===== src/rtl/core_pkg.sv =====
// Purpose: shared encodings for the Ludi-V writeback stage (result source, load funct3, FSM state).
// Latency: n/a (declarations only).
// Backpressure: n/a.
package core_pkg;

  // Result source select carried down from decode.
  localparam logic [1:0] ALU_RESULT = 2'b00;
  localparam logic [1:0] MEM_TO_REG = 2'b01;
  localparam logic [1:0] PC_PLUS    = 2'b10;
  localparam logic [1:0] LUI_AUIPC  = 2'b11;

  // Load funct3 encodings (width in [1:0], unsigned in [2]).
  localparam logic [2:0] LB  = 3'b000;
  localparam logic [2:0] LH  = 3'b001;
  localparam logic [2:0] LW  = 3'b010;
  localparam logic [2:0] LBU = 3'b100;
  localparam logic [2:0] LHU = 3'b101;

  // Writeback FSM: IDLE accepts instructions, WAIT_RESP parks on a load.
  typedef enum logic [0:0] {
    IDLE      = 1'b0,
    WAIT_RESP = 1'b1
  } wb_state_t;

endpackage


===== src/rtl/load_extend.sv =====
// Purpose: select the addressed byte/halfword of an aligned read word and sign/zero-extend it.
// Latency: combinational.
// Backpressure: none.
//
// Ports:
//   funct3  - load width/sign (unlisted encodings behave as a full-word load)
//   addr_lo - byte address bits [1:0]; bit 0 is ignored for halfwords
//   rdata   - aligned read word from data memory
//   data    - extended load result
module load_extend
  import core_pkg::*;
#(
  parameter int XLEN = 32
) (
  input  logic [2:0]      funct3,
  input  logic [1:0]      addr_lo,
  input  logic [XLEN-1:0] rdata,
  output logic [XLEN-1:0] data
);

  logic [7:0]  byte_sel;
  logic [15:0] half_sel;

  always_comb begin
    byte_sel = rdata[{addr_lo, 3'b000} +: 8];
    half_sel = rdata[{addr_lo[1], 4'b0000} +: 16];
  end

  always_comb begin
    data = rdata;
    case (funct3)
      LB:      data = {{(XLEN-8){byte_sel[7]}}, byte_sel};
      LBU:     data = {{(XLEN-8){1'b0}}, byte_sel};
      LH:      data = {{(XLEN-16){half_sel[15]}}, half_sel};
      LHU:     data = {{(XLEN-16){1'b0}}, half_sel};
      LW:      data = rdata;
      default: data = rdata;
    endcase
  end

endmodule


===== src/rtl/stage_writeback.sv =====
// Purpose: final Ludi-V pipeline stage; selects the result, extends load data, drives the regfile write port.
// Latency: 1 cycle for non-loads; loads retire 1 cycle after dmem_rvalid (timeout after RESP_TIMEOUT cycles).
// Backpressure: wb_stall holds upstream from the cycle a load is accepted until its response/timeout cycle.
//
// Ports:
//   clk, rst_n              - core clock, asynchronous active-low reset
//   flush                   - kill the instruction on mem_* (or the pending load while waiting)
//   mem_valid, mem_rd, mem_regfile_wr_enable, mem_result_src, mem_funct3,
//   mem_alu_result, mem_instr_addr_plus, mem_lui_auipc_value - retiring instruction from memory stage
//   dmem_rvalid, dmem_rdata - data-memory read response
//   wb_wr_addr, wb_wr_data, wb_regfile_wr_enable - registered regfile write port (strobe never for x0)
//   wb_stall                - hold upstream stages
//   wb_load_fault           - one-cycle pulse when a live load times out
//   wb_instret              - 64-bit retired-instruction count, only when WB_INSTRET_EN is defined
//
// Optional feature: define WB_INSTRET_EN to add the wb_instret counter and port.
module stage_writeback
  import core_pkg::*;
#(
  parameter int XLEN         = 32,
  parameter int RESP_TIMEOUT = 255
) (
  input  logic            clk,
  input  logic            rst_n,
  input  logic            flush,
  input  logic            mem_valid,
  input  logic [4:0]      mem_rd,
  input  logic            mem_regfile_wr_enable,
  input  logic [1:0]      mem_result_src,
  input  logic [2:0]      mem_funct3,
  input  logic [XLEN-1:0] mem_alu_result,
  input  logic [XLEN-1:0] mem_instr_addr_plus,
  input  logic [XLEN-1:0] mem_lui_auipc_value,
  input  logic            dmem_rvalid,
  input  logic [XLEN-1:0] dmem_rdata,
  output logic [4:0]      wb_wr_addr,
  output logic [XLEN-1:0] wb_wr_data,
  output logic            wb_regfile_wr_enable,
  output logic            wb_stall,
  output logic            wb_load_fault
`ifdef WB_INSTRET_EN
  ,
  output logic [63:0]     wb_instret
`endif
);

  localparam int CW = $clog2(RESP_TIMEOUT + 1);

  wb_state_t       state;
  logic [CW-1:0]   wait_cnt;

  // Load context captured at acceptance; mem_* may change while we wait.
  logic [4:0]      cap_rd;
  logic            cap_we;
  logic [2:0]      cap_funct3;
  logic [1:0]      cap_addr_lo;
  logic            cap_killed;

  logic [XLEN-1:0] sel_data;
  logic [XLEN-1:0] ext_data;
  logic            accept;
  logic            accept_load;
  logic            accept_other;
  logic            killed_now;
  logic            resp_done;
  logic            resp_timeout;

  always_comb begin
    case (mem_result_src)
      PC_PLUS:   sel_data = mem_instr_addr_plus;
      LUI_AUIPC: sel_data = mem_lui_auipc_value;
      default:   sel_data = mem_alu_result;
    endcase
  end

  load_extend #(
    .XLEN (XLEN)
  ) u_load_extend (
    .funct3  (cap_funct3),
    .addr_lo (cap_addr_lo),
    .rdata   (dmem_rdata),
    .data    (ext_data)
  );

  always_comb begin
    accept       = (state == IDLE) && mem_valid && !flush;
    accept_load  = accept && (mem_result_src == MEM_TO_REG);
    accept_other = accept && (mem_result_src != MEM_TO_REG);
    // A flush in the same cycle as the response still kills the load.
    killed_now   = cap_killed || flush;
    resp_done    = (state == WAIT_RESP) && dmem_rvalid;
    // Response in the last counted cycle takes priority over the timeout.
    resp_timeout = (state == WAIT_RESP) && !dmem_rvalid &&
                   (wait_cnt == CW'(RESP_TIMEOUT - 1));
    // Stall is raised combinationally in the acceptance cycle so upstream holds immediately.
    wb_stall     = (state == WAIT_RESP) || accept_load;
  end

  // FSM and load capture.
  always_ff @(posedge clk or negedge rst_n) begin
    if (!rst_n) begin
      state       <= IDLE;
      wait_cnt    <= '0;
      cap_rd      <= '0;
      cap_we      <= 1'b0;
      cap_funct3  <= '0;
      cap_addr_lo <= '0;
      cap_killed  <= 1'b0;
    end else begin
      case (state)
        IDLE: begin
          if (accept_load) begin
            state       <= WAIT_RESP;
            wait_cnt    <= '0;
            cap_rd      <= mem_rd;
            cap_we      <= mem_regfile_wr_enable;
            cap_funct3  <= mem_funct3;
            cap_addr_lo <= mem_alu_result[1:0];
            cap_killed  <= 1'b0;
          end
        end
        WAIT_RESP: begin
          if (flush) begin
            cap_killed <= 1'b1;
          end
          if (resp_done || resp_timeout) begin
            state <= IDLE;
          end else begin
            wait_cnt <= wait_cnt + 1'b1;
          end
        end
        default: state <= IDLE;
      endcase
    end
  end

  // Registered regfile write port and fault pulse.
  // Address/data only update on a real retirement so they hold otherwise.
  always_ff @(posedge clk or negedge rst_n) begin
    if (!rst_n) begin
      wb_wr_addr           <= '0;
      wb_wr_data           <= '0;
      wb_regfile_wr_enable <= 1'b0;
      wb_load_fault        <= 1'b0;
    end else begin
      wb_regfile_wr_enable <= 1'b0;
      wb_load_fault        <= 1'b0;
      if (accept_other) begin
        wb_wr_addr           <= mem_rd;
        wb_wr_data           <= sel_data;
        wb_regfile_wr_enable <= mem_regfile_wr_enable && (mem_rd != 5'd0);
      end else if (resp_done && !killed_now) begin
        wb_wr_addr           <= cap_rd;
        wb_wr_data           <= ext_data;
        wb_regfile_wr_enable <= cap_we && (cap_rd != 5'd0);
      end
      if (resp_timeout && !killed_now) begin
        wb_load_fault <= 1'b1;
      end
    end
  end

`ifdef WB_INSTRET_EN
  // Counts committed instructions: accepted non-loads and completed live loads.
  always_ff @(posedge clk or negedge rst_n) begin
    if (!rst_n) begin
      wb_instret <= '0;
    end else if (accept_other || (resp_done && !killed_now)) begin
      wb_instret <= wb_instret + 64'd1;
    end
  end
`endif

endmodule


===== config.mk =====
export PLATFORM = sky130hd
export DESIGN_NAME = stage_writeback
export DESIGN_NICKNAME = d
export VERILOG_FILES = /design/src/rtl/core_pkg.sv /design/src/rtl/load_extend.sv /design/src/rtl/stage_writeback.sv
export SDC_FILE = /design/constraint.sdc
export NUM_CORES = 1
export LEC_CHECK = 0
export ABC_AREA = 1
export CORE_MARGIN = 4
export CORE_UTILIZATION = 44
export DETAILED_ROUTE_END_ITERATION = 6
export HOLD_SLACK_MARGIN = 0.12
export PLACE_DENSITY = 0.82
export SYNTH_ARGS = -nofsm -noshare
export SYNTH_HDL_FRONTEND = slang
export SYNTH_SLANG_ARGS = --single-unit

===== constraint.sdc =====
create_clock -name clk -period 1.76 [get_ports clk]
set_input_delay 0.352 -clock clk [delete_from_list [all_inputs] [get_ports clk]]
set_output_delay 0.352 -clock clk [all_outputs]
set_load 0.05 [all_outputs]

==> results.json <==
{
  "netlist_area_um2": 4350,
  "yosysUniqueCellTypes": 33,
  "wl_per_cell_um": 14.9,
  "path_max_fanout": 4,
  "io_pins": 184,
  "postLayoutCoreUtil_pct": 68.7,
  "clkLatencyLatePin_ps": 350,
  "htreeDepth": 3,
  "final_common_cell": "nand2_1",
  "core_area_um2": 9680,
  "p_per_area_nw_per_um2": 903,
  "final.setup.tns_ps": 0,
  "layout.nets": 1045,
  "max_freq_ghz": 0.583,
  "dp_cells": 1018,
  "crit_type": "input pin to output pin",
  "maxCapViolations": 0,
  "grt_usage_pct": 26.5,
  "avgSynthCellArea_um2": 6.18,
  "synth_top_area_share_pct": 34.5,
  "required_ps": 1410,
  "grt_antenna_before_repair": 0,
  "synth-seq-cells": 60,
  "path_clk_slew_ps": 70,
  "synth_warnings": 0,
  "fin_ws_ps": 44.5,
  "drive_above_1_share_pct": 13.4,
  "cp.arrival_ps": 1360,
  "status": "finished clean",
  "period_needed_ps": 1720,
  "die-width_um": 107,
  "cts_tree": "done",
  "gp_congestion": 0.967,
  "grt_max_degree": 30,
  "wirelength_um": 15500,
  "synth_flop_cell": "dfrtp_1",
  "synthMuxAreaShare_pct": 0,
  "drtPass1Iterations": 5,
  "dpl.hpwl_um": 12200,
  "drc": 0,
  "cts.sinks": 60,
  "die_h_um": 107,
  "syn-num-nets": 851,
  "clk_path_buf_depth": 2,
  "worst_slew_margin_rel_pct": 67.6,
  "syn_inst": 705,
  "root_buffer": "clkbuf_8",
  "ir_worst_vdd_uv": 532,
  "initial_core_util_pct": 45.0,
  "synth-xor-area-share_pct": 0.402,
  "grt_pass1_wl_um": 24200,
  "synth_top_family_by_area": "simple AND/OR/NAND/NOR gates",
  "synthAdderAreaFrac_pct": 0.575,
  "area_growth_pct": 52.8,
  "dr_total_vias": 5321,
  "finalHoldViolCount": 0,
  "maxSlewViolCount": 0,
  "hold_path_class": "input pin to async pin",
  "synthArstFlopShare_pct": 100,
  "ant_nets": 0,
  "period_share_pct": 97.5,
  "synth-edff-count": 0,
  "setup_viol": 0,
  "dp_slack_ps": -142,
  "io_buffers": 183,
  "fin_cells": 1037,
  "synthTopCellsByArea": "dfrtp_1 (34%), nand2_1 (26%), nand3_1 (12%), nor2_1 (6.6%), inv_1 (4.0%)",
  "drt_iter0_drc": 280,
  "die-area_um2": 11600,
  "vias_per_cell": 5.13,
  "numCtsBuffers": 9,
  "clock_skew_ps": 9.91,
  "netlist.top_cell.by_area": "dfrtp_1",
  "start_kind": "input pin",
  "endpoint_kind": "output pin",
  "worst_pin_slew_ps": 487,
  "antenna_cells_inserted": 0,
  "grt_pass1_vias": 5026,
  "final_cell_mix": "nand2_1 (297), clkdlybuf4s50_1 (140), nand3_1 (104)",
  "synth_simple_gate_area_share_pct": 48.5,
  "rows": 36,
  "ys_seq_area_share_pct": 34.5,
  "leakage_nw": 3.37,
  "synth_compound_area_share_pct": 6.01,
  "grt-ovfl-total": 0
}
-- synth_stat cells (3+ instances only) --
cell type	number
dfrtp_1	60
o21ai_0	20
nand2_1	299
o211ai_1	3
buf_4	7
nor2_2	4
nand2_2	3
clkbuf_1	8
nand3_1	104
o21ai_1	9
inv_1	46
buf_6	5
inv_2	7
a21oi_1	14
buf_2	15
nor2_1	77
-- per-layer routing --
layer,GRT usage (%),wire length [um],share of wire [%]
met5,0,0,0
met4,8.75,363,2.3
met3,6.60,1240,8.0
met2,45.2,7650,50
met1,32.8,6190,40
-- where the power goes --
| group | leakage, nW | internal, mW | switching [mW] |
|---|---|---|---|
| combinational | 2.50 | 1.02 | 1.71 |
| sequential | 0.761 | 1.65 | 0.219 |
| clock | 0.105 | 0.832 | 0.576 |
-- cells by family (layout without fill, tap and decap cells) --
logic type	count (synthesis)	after routing
AO/OA/AOI/OAI	49	49
XOR/XNOR	2	2
adder cells (fa/ha/maj)	2	2
buffers and inverters	92	291
flip-flops	60	60
AND/OR/NAND/NOR	500	500
-- cell type report --
type                    count  area (um^2)
repair buffers            220         2120
flip-flops and latches     60         1500
inverters                  55          216
fillers                   831         3030
clock inverters             6         87.6
well taps                 133          166
multi-input cells         553         2420
clock buffers              10          138
-- worst paths after layout --
kind	slack, ps	depth (start not counted)	startpoint	endpoint
setup / recovery	40	7	mem_result_src[1]	wb_stall
hold / removal	490	2	rst_n	wb_wr_data[20]$_DFFE_PN0P_
setup reg to reg	230	9	state$_DFF_PN0_	wb_wr_data[0]$_DFFE_PN0P_
hold reg to reg	490	2	wb_wr_data[27]$_DFFE_PN0P_	wb_wr_data[27]$_DFFE_PN0P_
max in group asynchronous	690	3	rst_n	wb_wr_data[31]$_DFFE_PN0P_
min in group clk	490	2	wb_wr_data[27]$_DFFE_PN0P_	wb_wr_data[27]$_DFFE_PN0P_
-- what timing repair did --
action	CTS	global route
hold buffers	1	0
resized for setup	3	5
setup endpoints to repair	1	2
setup buffers	1	1
pin swaps	0	1
hold endpoints to repair	17	0
-- registers in the layout (all words and copies together), names as in the netlist --
| signal | count |
|---|---|
| wait_cnt | 8 |
| cap_we | 1 |
| wb_regfile_wr_enable | 1 |
| wb_wr_addr | 5 |
| cap_addr_lo | 2 |
| wb_load_fault | 1 |
| state | 1 |
| cap_rd | 5 |
| cap_funct3 | 3 |
| wb_wr_data | 32 |
| cap_killed | 1 |
-- per-stage QoR --
step | area [um^2] | total power, mW | hold WS [ps]
6_report | 6660 | 6.01 | 486
4_1_cts | 6640 | 6.02 | 489
5_1_grt | 6660 | 6.34 | 511
3_5_place_dp | 6390 | 4.59 | 340
2_1_floorplan | 4350 | 3.51 | 56.4
3_3_place_gp | 6390 | 4.53 | 334
-- critical path: stages --
cell and delay, ps:
clkdlybuf4s50_1 520, inv_4 60, nand2_4 80, inv_4 50
nand2_2 70, nand2_2 70, buf_12 150
No activity file was read; power rests on OpenSTA's default activity.
